### config.mk
export PLATFORM = sky130hd
export DESIGN_NAME = bullet_pool_ctrl
export DESIGN_NICKNAME = d
export VERILOG_FILES = /design/src/rtl/bullet_pool_ctrl.sv
export SDC_FILE = /design/constraint.sdc
export NUM_CORES = 1
export LEC_CHECK = 0
export ABC_CLOCK_PERIOD_IN_PS = 11300
export BUFFER_PORTS_ARGS = -buffer_cell sky130_fd_sc_hd__clkbuf_2
export CORE_ASPECT_RATIO = 2
export CORE_UTILIZATION = 62
export DETAILED_ROUTE_END_ITERATION = 6
export PLACE_DENSITY = 0.84
export SLEW_MARGIN = 20
export SYNTH_ARGS = -nofsm -noshare
export SYNTH_HDL_FRONTEND = slang
export SYNTH_SLANG_ARGS = --single-unit
export TNS_END_PERCENT = 5
### constraint.sdc
create_clock -name clk -period 11.3 [get_ports clk]
set_input_delay 2.26 -clock clk [delete_from_list [all_inputs] [get_ports clk]]
set_output_delay 2.26 -clock clk [all_outputs]
set_load 0.01 [all_outputs]
### src/rtl/bullet_pool_ctrl.sv
// Shared bullet-slot pool for the tank game: round-robin shoot arbitration, spawn next to
// the shooter, one-cell-per-tick movement, and release on field exit or hit.
module bullet_pool_ctrl #(
  parameter int N_REQ  = 4,
  parameter int N_SLOT = 4,
  parameter int OWN_W  = 2,
  parameter int XY_W   = 5,
  parameter int X_MAX  = 15,
  parameter int Y_MAX  = 19
) (
  input  logic                    clk,
  input  logic                    rst_n,
  input  logic                    game_en,
  input  logic                    tick,
  input  logic [N_REQ-1:0]        sht_req,
  input  logic [N_REQ*XY_W-1:0]   tank_x,
  input  logic [N_REQ*XY_W-1:0]   tank_y,
  input  logic [N_REQ*2-1:0]      tank_dir,
  input  logic [N_SLOT-1:0]       hit_clr,
  output logic [N_SLOT*XY_W-1:0]  bul_x,
  output logic [N_SLOT*XY_W-1:0]  bul_y,
  output logic [N_SLOT*2-1:0]     bul_dir,
  output logic [N_SLOT-1:0]       bul_active,
  output logic [N_SLOT*OWN_W-1:0] bul_owner,
  output logic [N_REQ-1:0]        req_busy,
  output logic [N_REQ-1:0]        sht_gnt,
  output logic                    sht_rej
);
  localparam int W = XY_W + 1;

  // Neighbouring cell, one bit wider than a coordinate so 0-1 and MAX+1 stay distinguishable.
  function automatic logic [2*W-1:0] step_cell(input logic [XY_W-1:0] x,
                                               input logic [XY_W-1:0] y,
                                               input logic [1:0]      dir);
    logic [W-1:0] nx;
    logic [W-1:0] ny;
    nx = {1'b0, x};
    ny = {1'b0, y};
    case (dir)
      2'b00:   ny = ny + W'(1);
      2'b01:   ny = ny - W'(1);
      2'b10:   nx = nx + W'(1);
      2'b11:   nx = nx - W'(1);
      default: nx = nx;
    endcase
    return {nx, ny};
  endfunction

  function automatic logic on_field(input logic [2*W-1:0] c);
    logic [W-1:0] cx;
    logic [W-1:0] cy;
    cx = c[2*W-1:W];
    cy = c[W-1:0];
    return (cx >= W'(1)) && (cx <= W'(X_MAX)) && (cy >= W'(1)) && (cy <= W'(Y_MAX));
  endfunction

  logic [OWN_W-1:0]        ptr_r;
  logic [N_SLOT*XY_W-1:0]  x_s;
  logic [N_SLOT*XY_W-1:0]  y_s;
  logic [N_SLOT*2-1:0]     dir_s;
  logic [N_SLOT-1:0]       act_s;
  logic [N_SLOT*OWN_W-1:0] own_s;
  logic [N_REQ-1:0]        busy_s;
  logic [N_REQ-1:0]        gnt_s;
  logic [N_REQ-1:0]        elig_s;
  logic                    rej_s;
  logic [OWN_W-1:0]        ptr_s;
  logic                    win_vld_s;
  int                      win_s;
  logic                    slot_vld_s;
  int                      slot_s;
  logic [2*W-1:0]          cell_s;
  logic [2*W-1:0]          spawn_s;

  // Next slot state: free/step live bullets, then arbitrate one spawn into a slot idle last cycle.
  always_comb begin
    x_s        = bul_x;
    y_s        = bul_y;
    dir_s      = bul_dir;
    act_s      = bul_active;
    own_s      = bul_owner;
    busy_s     = '0;
    gnt_s      = '0;
    rej_s      = 1'b0;
    ptr_s      = ptr_r;
    win_vld_s  = 1'b0;
    win_s      = 0;
    slot_vld_s = 1'b0;
    slot_s     = 0;
    cell_s     = '0;
    elig_s     = sht_req & ~req_busy & {N_REQ{game_en}};

    for (int s = 0; s < N_SLOT; s++) begin
      cell_s = step_cell(bul_x[s*XY_W +: XY_W], bul_y[s*XY_W +: XY_W], bul_dir[s*2 +: 2]);
      if (bul_active[s] && (hit_clr[s] || (tick && game_en && !on_field(cell_s)))) begin
        act_s[s]               = 1'b0;
        x_s[s*XY_W +: XY_W]    = '0;
        y_s[s*XY_W +: XY_W]    = '0;
        dir_s[s*2 +: 2]        = 2'b00;
        own_s[s*OWN_W +: OWN_W] = '0;
      end else if (bul_active[s] && tick && game_en) begin
        x_s[s*XY_W +: XY_W] = cell_s[2*W-2:W];
        y_s[s*XY_W +: XY_W] = cell_s[W-2:0];
      end else begin
        act_s[s] = act_s[s];
      end
    end

    for (int k = 0; k < N_REQ; k++) begin
      if (!win_vld_s && elig_s[(int'(ptr_r) + k) % N_REQ]) begin
        win_vld_s = 1'b1;
        win_s     = (int'(ptr_r) + k) % N_REQ;
      end else begin
        win_vld_s = win_vld_s;
      end
    end

    for (int s = 0; s < N_SLOT; s++) begin
      if (!slot_vld_s && !bul_active[s]) begin
        slot_vld_s = 1'b1;
        slot_s     = s;
      end else begin
        slot_vld_s = slot_vld_s;
      end
    end

    spawn_s = step_cell(tank_x[win_s*XY_W +: XY_W], tank_y[win_s*XY_W +: XY_W],
                        tank_dir[win_s*2 +: 2]);
    if (win_vld_s && !on_field(spawn_s)) begin
      rej_s = 1'b1;
      ptr_s = OWN_W'((win_s + 1) % N_REQ);
    end else if (win_vld_s && slot_vld_s) begin
      act_s[slot_s]                = 1'b1;
      x_s[slot_s*XY_W +: XY_W]     = spawn_s[2*W-2:W];
      y_s[slot_s*XY_W +: XY_W]     = spawn_s[W-2:0];
      dir_s[slot_s*2 +: 2]         = tank_dir[win_s*2 +: 2];
      own_s[slot_s*OWN_W +: OWN_W] = OWN_W'(win_s);
      gnt_s[win_s]                 = 1'b1;
      ptr_s                        = OWN_W'((win_s + 1) % N_REQ);
    end else begin
      ptr_s = ptr_r;
    end

    for (int i = 0; i < N_REQ; i++) begin
      for (int s = 0; s < N_SLOT; s++) begin
        if (act_s[s] && (own_s[s*OWN_W +: OWN_W] == OWN_W'(i))) begin
          busy_s[i] = 1'b1;
        end else begin
          busy_s[i] = busy_s[i];
        end
      end
    end
  end

  // Slot, pointer and feedback registers.
  always_ff @(posedge clk or negedge rst_n) begin
    if (!rst_n) begin
      bul_x      <= '0;
      bul_y      <= '0;
      bul_dir    <= '0;
      bul_active <= '0;
      bul_owner  <= '0;
      req_busy   <= '0;
      sht_gnt    <= '0;
      sht_rej    <= 1'b0;
      ptr_r      <= '0;
    end else begin
      bul_x      <= x_s;
      bul_y      <= y_s;
      bul_dir    <= dir_s;
      bul_active <= act_s;
      bul_owner  <= own_s;
      req_busy   <= busy_s;
      sht_gnt    <= gnt_s;
      sht_rej    <= rej_s;
      ptr_r      <= ptr_s;
    end
  end
endmodule

==> results.toml, run 1 <==
[sta]
tns_ps = 0
finalCritPeriodShare = 0.772
tightest_slew_ps = 924
holdWs_ps = 600
period_minus_slack_ps = 8730
rsz0062_at_grt = "no"
slew_headroom = 0.384
finalMaxSlewViolations = 0
setup_viol = 0
skew_ps = 7.78
fmax_mhz = 115
worst_slack_ps = 2570
hold_viol = 0

[hold_path]
min_from = "bul_owner[5]$_DFF_PN0_"
min_path_type = "reg -> reg"
hold_end = "bul_owner[5]$_DFF_PN0_"
hold-path-cell-count = 2

[critical_path]
cpMostUsedCell = "a21oi_1"
reg2regPathDepth = 22
startpoint_type = "primary input"
slowest_delay_ps = 640
cpMaxStageDelayCell = "a211oi_4"
end_kind = "flop"
cp_data_required_time_ps = 11580
worstReg2RegEnd = "req_busy[2]$_DFF_PN0_"
r2r_slack_ps = 4100
critPathKind = "in -> reg"
rr_startpoint = "req_busy[3]$_DFF_PN0_"
crit_chain = "clkbuf_2, and2b_1, a21oi_1, o211a_1, clkinv_2, and2_1, a211oi_1, a21oi_1, and2_1, fa_1, a21o_1, a21oi_1, xnor2_1, mux2i_1, a22o_1, o21ai_0, or3b_1, o221ai_2, a211oi_4, nand3_1, mux2_2, or3b_1, nand4_1"
critPathArrivalTime_ps = 9010
crit_fanout = 15

[clocking]
ctsHoldBuffers = 0
clk_pin_slew_worst_paths_ps = 60
cts-resized-gates = 0
htreeDepth = 3
cts_buffers = 9
cts.path.max_buffers = 2
cts_num_sinks = 71
cts_setup_buffers = 0
clk_latency_ps = 350
cts_root_buf = "clkbuf_16"
cts_tree = "yes"

[die]
initial_core_util = 0.641
die_w_um = 77.5
ios = 129
die_h_um = 153
placeableCoreArea_um2 = 11000
dieArea_um2 = 11800
rows = 54

[placed_design]
gp_congestion = 1.08
portBuffers = 128
hpwl_um = 16700
pre_cts_slack_ps = 2310

[route]
drc = 0
vias_per_cell = 6.58
dr.pass1.iters = 7
routedWlPerCell_um = 20.0
ant_nets = 0
routed_wl_um = 21400
via_count = 7037
drt_iter0_drc = 600

[power_and_ir_drop]
leakage_uw = 0.00400
peakVddDrop_v = 0.000160
finalPower_uw = 1630
powerDensity_nw_per_um2 = 203

[final_layout]
area_growth_pct = 13.7
antenna_cells = 0
final_util = 0.729
drive_gt1_frac = 0.187
nNetsFinal = 1046

[synth]
synthCells = 820
synth_edf_count = 0
netlist.area_leader.share = 0.252
ys_seq_area_frac = 0.252
syn_area_um2 = 7060
avgSynthCellArea_um2 = 8.61
yosysWarnings = 0
ys_top_cells_by_area = "dfrtp_1, ha_1, mux2i_1, a21oi_1, o21ai_0"
synth_top_cell_by_area = "dfrtp_1"
synth_seq_cells = 71
async_flop_share = 1.00
yosysUniqueCellTypes = 78
yosysMostFrequentCell = "dfrtp_1"
synth_fp_nets = 942
yosys_most_used_dff = "dfrtp_1"
ys_top_cells_by_count = "dfrtp_1, nor2_1, a21oi_1"

[global_route]
grt_antenna_before_repair = 0
grt_max_degree = 72
grt_pass1_wl_um = 35300
grt_pass1_vias = 7230
grt.overflow.total = 0
grt_use_total = 0.381

[job]
max_cap_violations = 0

[status]
status = "complete, no violations"
worst max-delay path by stage:
stage                          start               endpoint  slack, ps
after global routing      sht_req[1]    bul_y[19]$_DFF_PN0_       2050
after CTS                 sht_req[1]  req_busy[3]$_DFF_PN0_       2640
final                     sht_req[1]  req_busy[2]$_DFF_PN0_       2570
after detailed placement  sht_req[1]  req_busy[2]$_DFF_PN0_       2310
after floorplan           sht_req[0]  req_busy[3]$_DFF_PN0_       3710
after global placement    sht_req[1]  req_busy[2]$_DFF_PN0_       2560
metal layers:
| metal | wire, µm | up-vias | global-route usage | part of all wire |
|---|---|---|---|---|
| met1 | 7180 | 3304 | 0.384 | 0.34 |
| met5 | 0 | - | 0 | 0 |
| li1 | - | 3247 | - | - |
| met2 | 11200 | 367 | 0.688 | 0.52 |
| met4 | 1860 | 0 | 0.284 | 0.087 |
| met3 | 1220 | 119 | 0.0567 | 0.057 |
flip-flops by register name, summed over array words and instances, names as in the netlist:
signal,flops
bul_x,20
bul_y,20
bul_dir,8
bul_owner,8
bul_active,4
req_busy,4
sht_gnt,4
ptr_r,2
sht_rej,1
worst max-delay path: cells and delay by family:
kind | cells | cell delay [ps]
AOI/OAI and AO/OA | 10 | 2900
xor gates and xnor gates | 1 | 240
adders and majority gates | 1 | 480
buffers and inverters | 2 | 490
muxes | 2 | 620
and+or+nand+nor | 7 | 2010
per-stage QoR:
| step | area (µm²) | cells |
|---|---|---|
| detailed placement | 7720 | 1053 |
| global placement | 7720 | 1053 |
| global route | 8030 | 1069 |
| floorplan | 7060 | 820 |
| CTS | 8030 | 1069 |
| finish | 8030 | 1069 |
cell usage in the layout (no fill, tap or decap), drive strengths merged, types with 24 or more instances in the layout:
cell type,Yosys,layout
nand2,59,59
o21ai,49,49
clkbuf,28,136
a21oi,60,60
dfrtp,71,71
nor2,61,61
nand3,24,24
inv,28,30
mux2i,58,58
ha,52,52
cells by family (layout without fill, tap and decap cells):
kind of cell               count (synthesis)  count (layout)  synth area share
AOI/OAI and AO/OA                        244             244             0.231
DFF                                       71              71             0.252
muxes                                     67              67             0.106
xor gates and xnor gates                  45              45            0.0558
adders and majority gates                 62              62             0.120
and+or+nand+nor                          261             261             0.190
buffers and inverters                     70             179            0.0450
report_power, final:
part | leakage (µW) | switching, µW | total (µW) | internal, µW
registers | 0.000968 | 49.9 | 337 | 287
logic | 0.00289 | 623 | 1000 | 380
clock network | 0.000140 | 117 | 290 | 173
total | 0.00400 | 790 | 1630 | 840
cell type report:
type | instances | area, µm²
timing repair buffer | 133 | 678
fill | 905 | 2980
inverter | 30 | 114
clock inverter | 7 | 81.3
tap | 140 | 175
clock buffer | 9 | 225
sequential | 71 | 1780
multi-input combinational | 679 | 4980
Power figures use the tool's default switching activity.
==> run 2: changes to the inputs <==
Settings changed: ABC_AREA from default to 1, ABC_CLOCK_PERIOD_IN_PS 11300 to 8700, CORE_UTILIZATION 62 to 59, PLACE_DENSITY 0.84 to 0.79.
Clock period 11.3 ns to 8.7 ns, I/O delays scaled along.
==> results.toml, run 2 <==
[die]
rows = 60
placeableCoreArea_um2 = 13600
die_w_um = 85.7
dieArea_um2 = 14500
die_h_um = 169
initial_core_util = 0.609
ios = 129

[synth]
synthCells = 1284
netlist.area_leader.share = 0.215
yosys_most_used_dff = "dfrtp_1"
yosysMostFrequentCell = "nand2_1"
yosysUniqueCellTypes = 56
synth_seq_cells = 71
yosysWarnings = 0
ys_top_cells_by_area = "dfrtp_1, nand2_1, ha_1, nand3_1, inv_1"
ys_top_cells_by_count = "nand2_1, inv_1, nand3_1"
avgSynthCellArea_um2 = 6.44
synth_fp_nets = 1406
async_flop_share = 1.00
synth_edf_count = 0
ys_seq_area_frac = 0.215
syn_area_um2 = 8270
synth_top_cell_by_area = "dfrtp_1"

[final_layout]
nNetsFinal = 1501
drive_gt1_frac = 0.148
antenna_cells = 0
area_growth_pct = 10.7
final_area_um2 = 9160
top_regs = "bul_x x20, bul_y x20"
multiInputGateArea_um2 = 5610
final_util = 0.674
layout_commonest_cell = "nand2_1"
regArea_um2 = 1780
final_cell_mix = "nand2_1, inv_1, clkbuf_2, nand3_1, nor2_1"
n_fill_cell = 1343

[clocking]
cts.path.max_buffers = 2
ctsHoldBuffers = 0
cts_root_buf = "clkbuf_16"
clk_latency_ps = 340
clk_pin_slew_worst_paths_ps = 60
htreeDepth = 3
cts_tree = "yes"
cts_num_sinks = 71
cts_buffers = 9
cts-resized-gates = 0
cts_setup_buffers = 0

[global_route]
grt.overflow.total = 0
grt_use_total = 0.337
grt_pass1_wl_um = 38900
grt_max_degree = 72
grt_antenna_before_repair = 0
met2_usage = 0.626
busiest_layer = "met2"
met3_usage = 0.0462
met1_usage = 0.336
grt_pass1_vias = 8503

[critical_path]
critPathKind = "in -> reg"
critPathArrivalTime_ps = 7330
worstSetupStartpoint = "game_en"
cp_data_required_time_ps = 8920
cpMostUsedCell = "nand2_1"
cpMaxStageDelayCell = "nand2_2"
rr_startpoint = "ptr_r[0]$_DFFE_PN0P_"
slowest_delay_ps = 710
startpoint_type = "primary input"
end_kind = "flop"
crit_fanout = 39

[hold_path]
min_path_type = "reg -> reg"
min_from = "bul_dir[4]$_DFF_PN0_"

[route]
routed_wl_um = 23800
dr.pass1.iters = 6
drt_iter0_drc = 558
routedWlPerCell_um = 15.1
vias_per_cell = 5.70
via_count = 8948
drc = 0
ant_nets = 0

[sta]
setup_viol = 0
tightest_slew_ps = 940
fmax_mhz = 141
worst_slack_ps = 1590
tns_ps = 0
finalMaxSlewViolations = 0
rsz0062_at_grt = "no"
skew_ps = 6.83
period_minus_slack_ps = 7110
slew_headroom = 0.371
hold_viol = 0
finalCritPeriodShare = 0.818

[placed_design]
dpl_cell_area_um2 = 8880
pre_cts_slack_ps = 1290
hpwl_um = 18900
gp_congestion = 0.961
portBuffers = 128

[status]
status = "complete, no violations"

[job]
max_cap_violations = 0
run 2: cell types whose count changed after synthesis, moves of 19 or more:
cell | before | now
o21ai_0 | 48 | 67
nand3_1 | 24 | 123
a21oi_1 | 60 | 40
o211ai_1 | 5 | 30
inv_1 | 28 | 141
a21o_1 | 23 | 4
nand2_1 | 59 | 387
nor2_1 | 61 | 99
mux2i_1 | 54 | 6
run 2: critical path, delay by kind of cell:
| kind | cells | cell delay, ps |
|---|---|---|
| fa+ha+maj | 1 | 350 |
| buf+inv | 5 | 1140 |
| xor+xnor | 1 | 160 |
| simple gates | 18 | 3240 |
| compound gates | 4 | 670 |
run 2: layout make-up:
cell class / count / share of cell area
Multi-Input combinational cell: 1009 / 0.613
Tap cell: 186 / 0.0254
Inverter: 157 / 0.0649
Sequential cell: 71 / 0.194
Timing Repair Buffer: 131 / 0.0724
Clock buffer: 15 / 0.0303
run 2: logic make-up (layout without fill, tap and decap cells):
family,Yosys count,after routing,synth area share
AOI/OAI and AO/OA,241,241,0.186
xor gates and xnor gates,19,19,0.0201
adders and majority gates,62,62,0.103
buffers and inverters,204,303,0.107
DFF,71,71,0.215
muxes,6,6,0.00726
and+or+nand+nor,681,681,0.362
run 2: final timing paths:
| check | slack [ps] | depth (start not counted) | endpoint |
|---|---|---|---|
| min in group asynchronous | 1600 | 2 | req_busy[0]$_DFF_PN0_ |
| hold / removal | 630 | 2 | bul_dir[4]$_DFF_PN0_ |
| setup reg to reg | 2540 | 27 | bul_y[4]$_DFF_PN0_ |
| setup / recovery | 1590 | 29 | bul_y[4]$_DFF_PN0_ |
| max in group asynchronous | 6520 | 2 | bul_y[3]$_DFF_PN0_ |
| hold reg to reg | 630 | 2 | bul_dir[4]$_DFF_PN0_ |
run 2: routing by layer:
| metal | share of wire | vias to the layer above | wire, µm |
|---|---|---|---|
| li1 | - | 4478 | - |
| met3 | 0.038 | 104 | 897 |
| met1 | 0.36 | 4061 | 8570 |
| met5 | 0 | - | 0 |
| met4 | 0.072 | 0 | 1720 |
| met2 | 0.53 | 305 | 12600 |
run 2: through the flow:
step	instances	hold slack (ps)
floorplan	1284	598
finish	1569	630
global placement	1554	599
CTS	1569	637
global route	1569	681
detailed placement	1554	619
Power of run 2 is not shown: default switching activity piles up to over one toggle a cycle in this logic, so the estimate is an artifact.
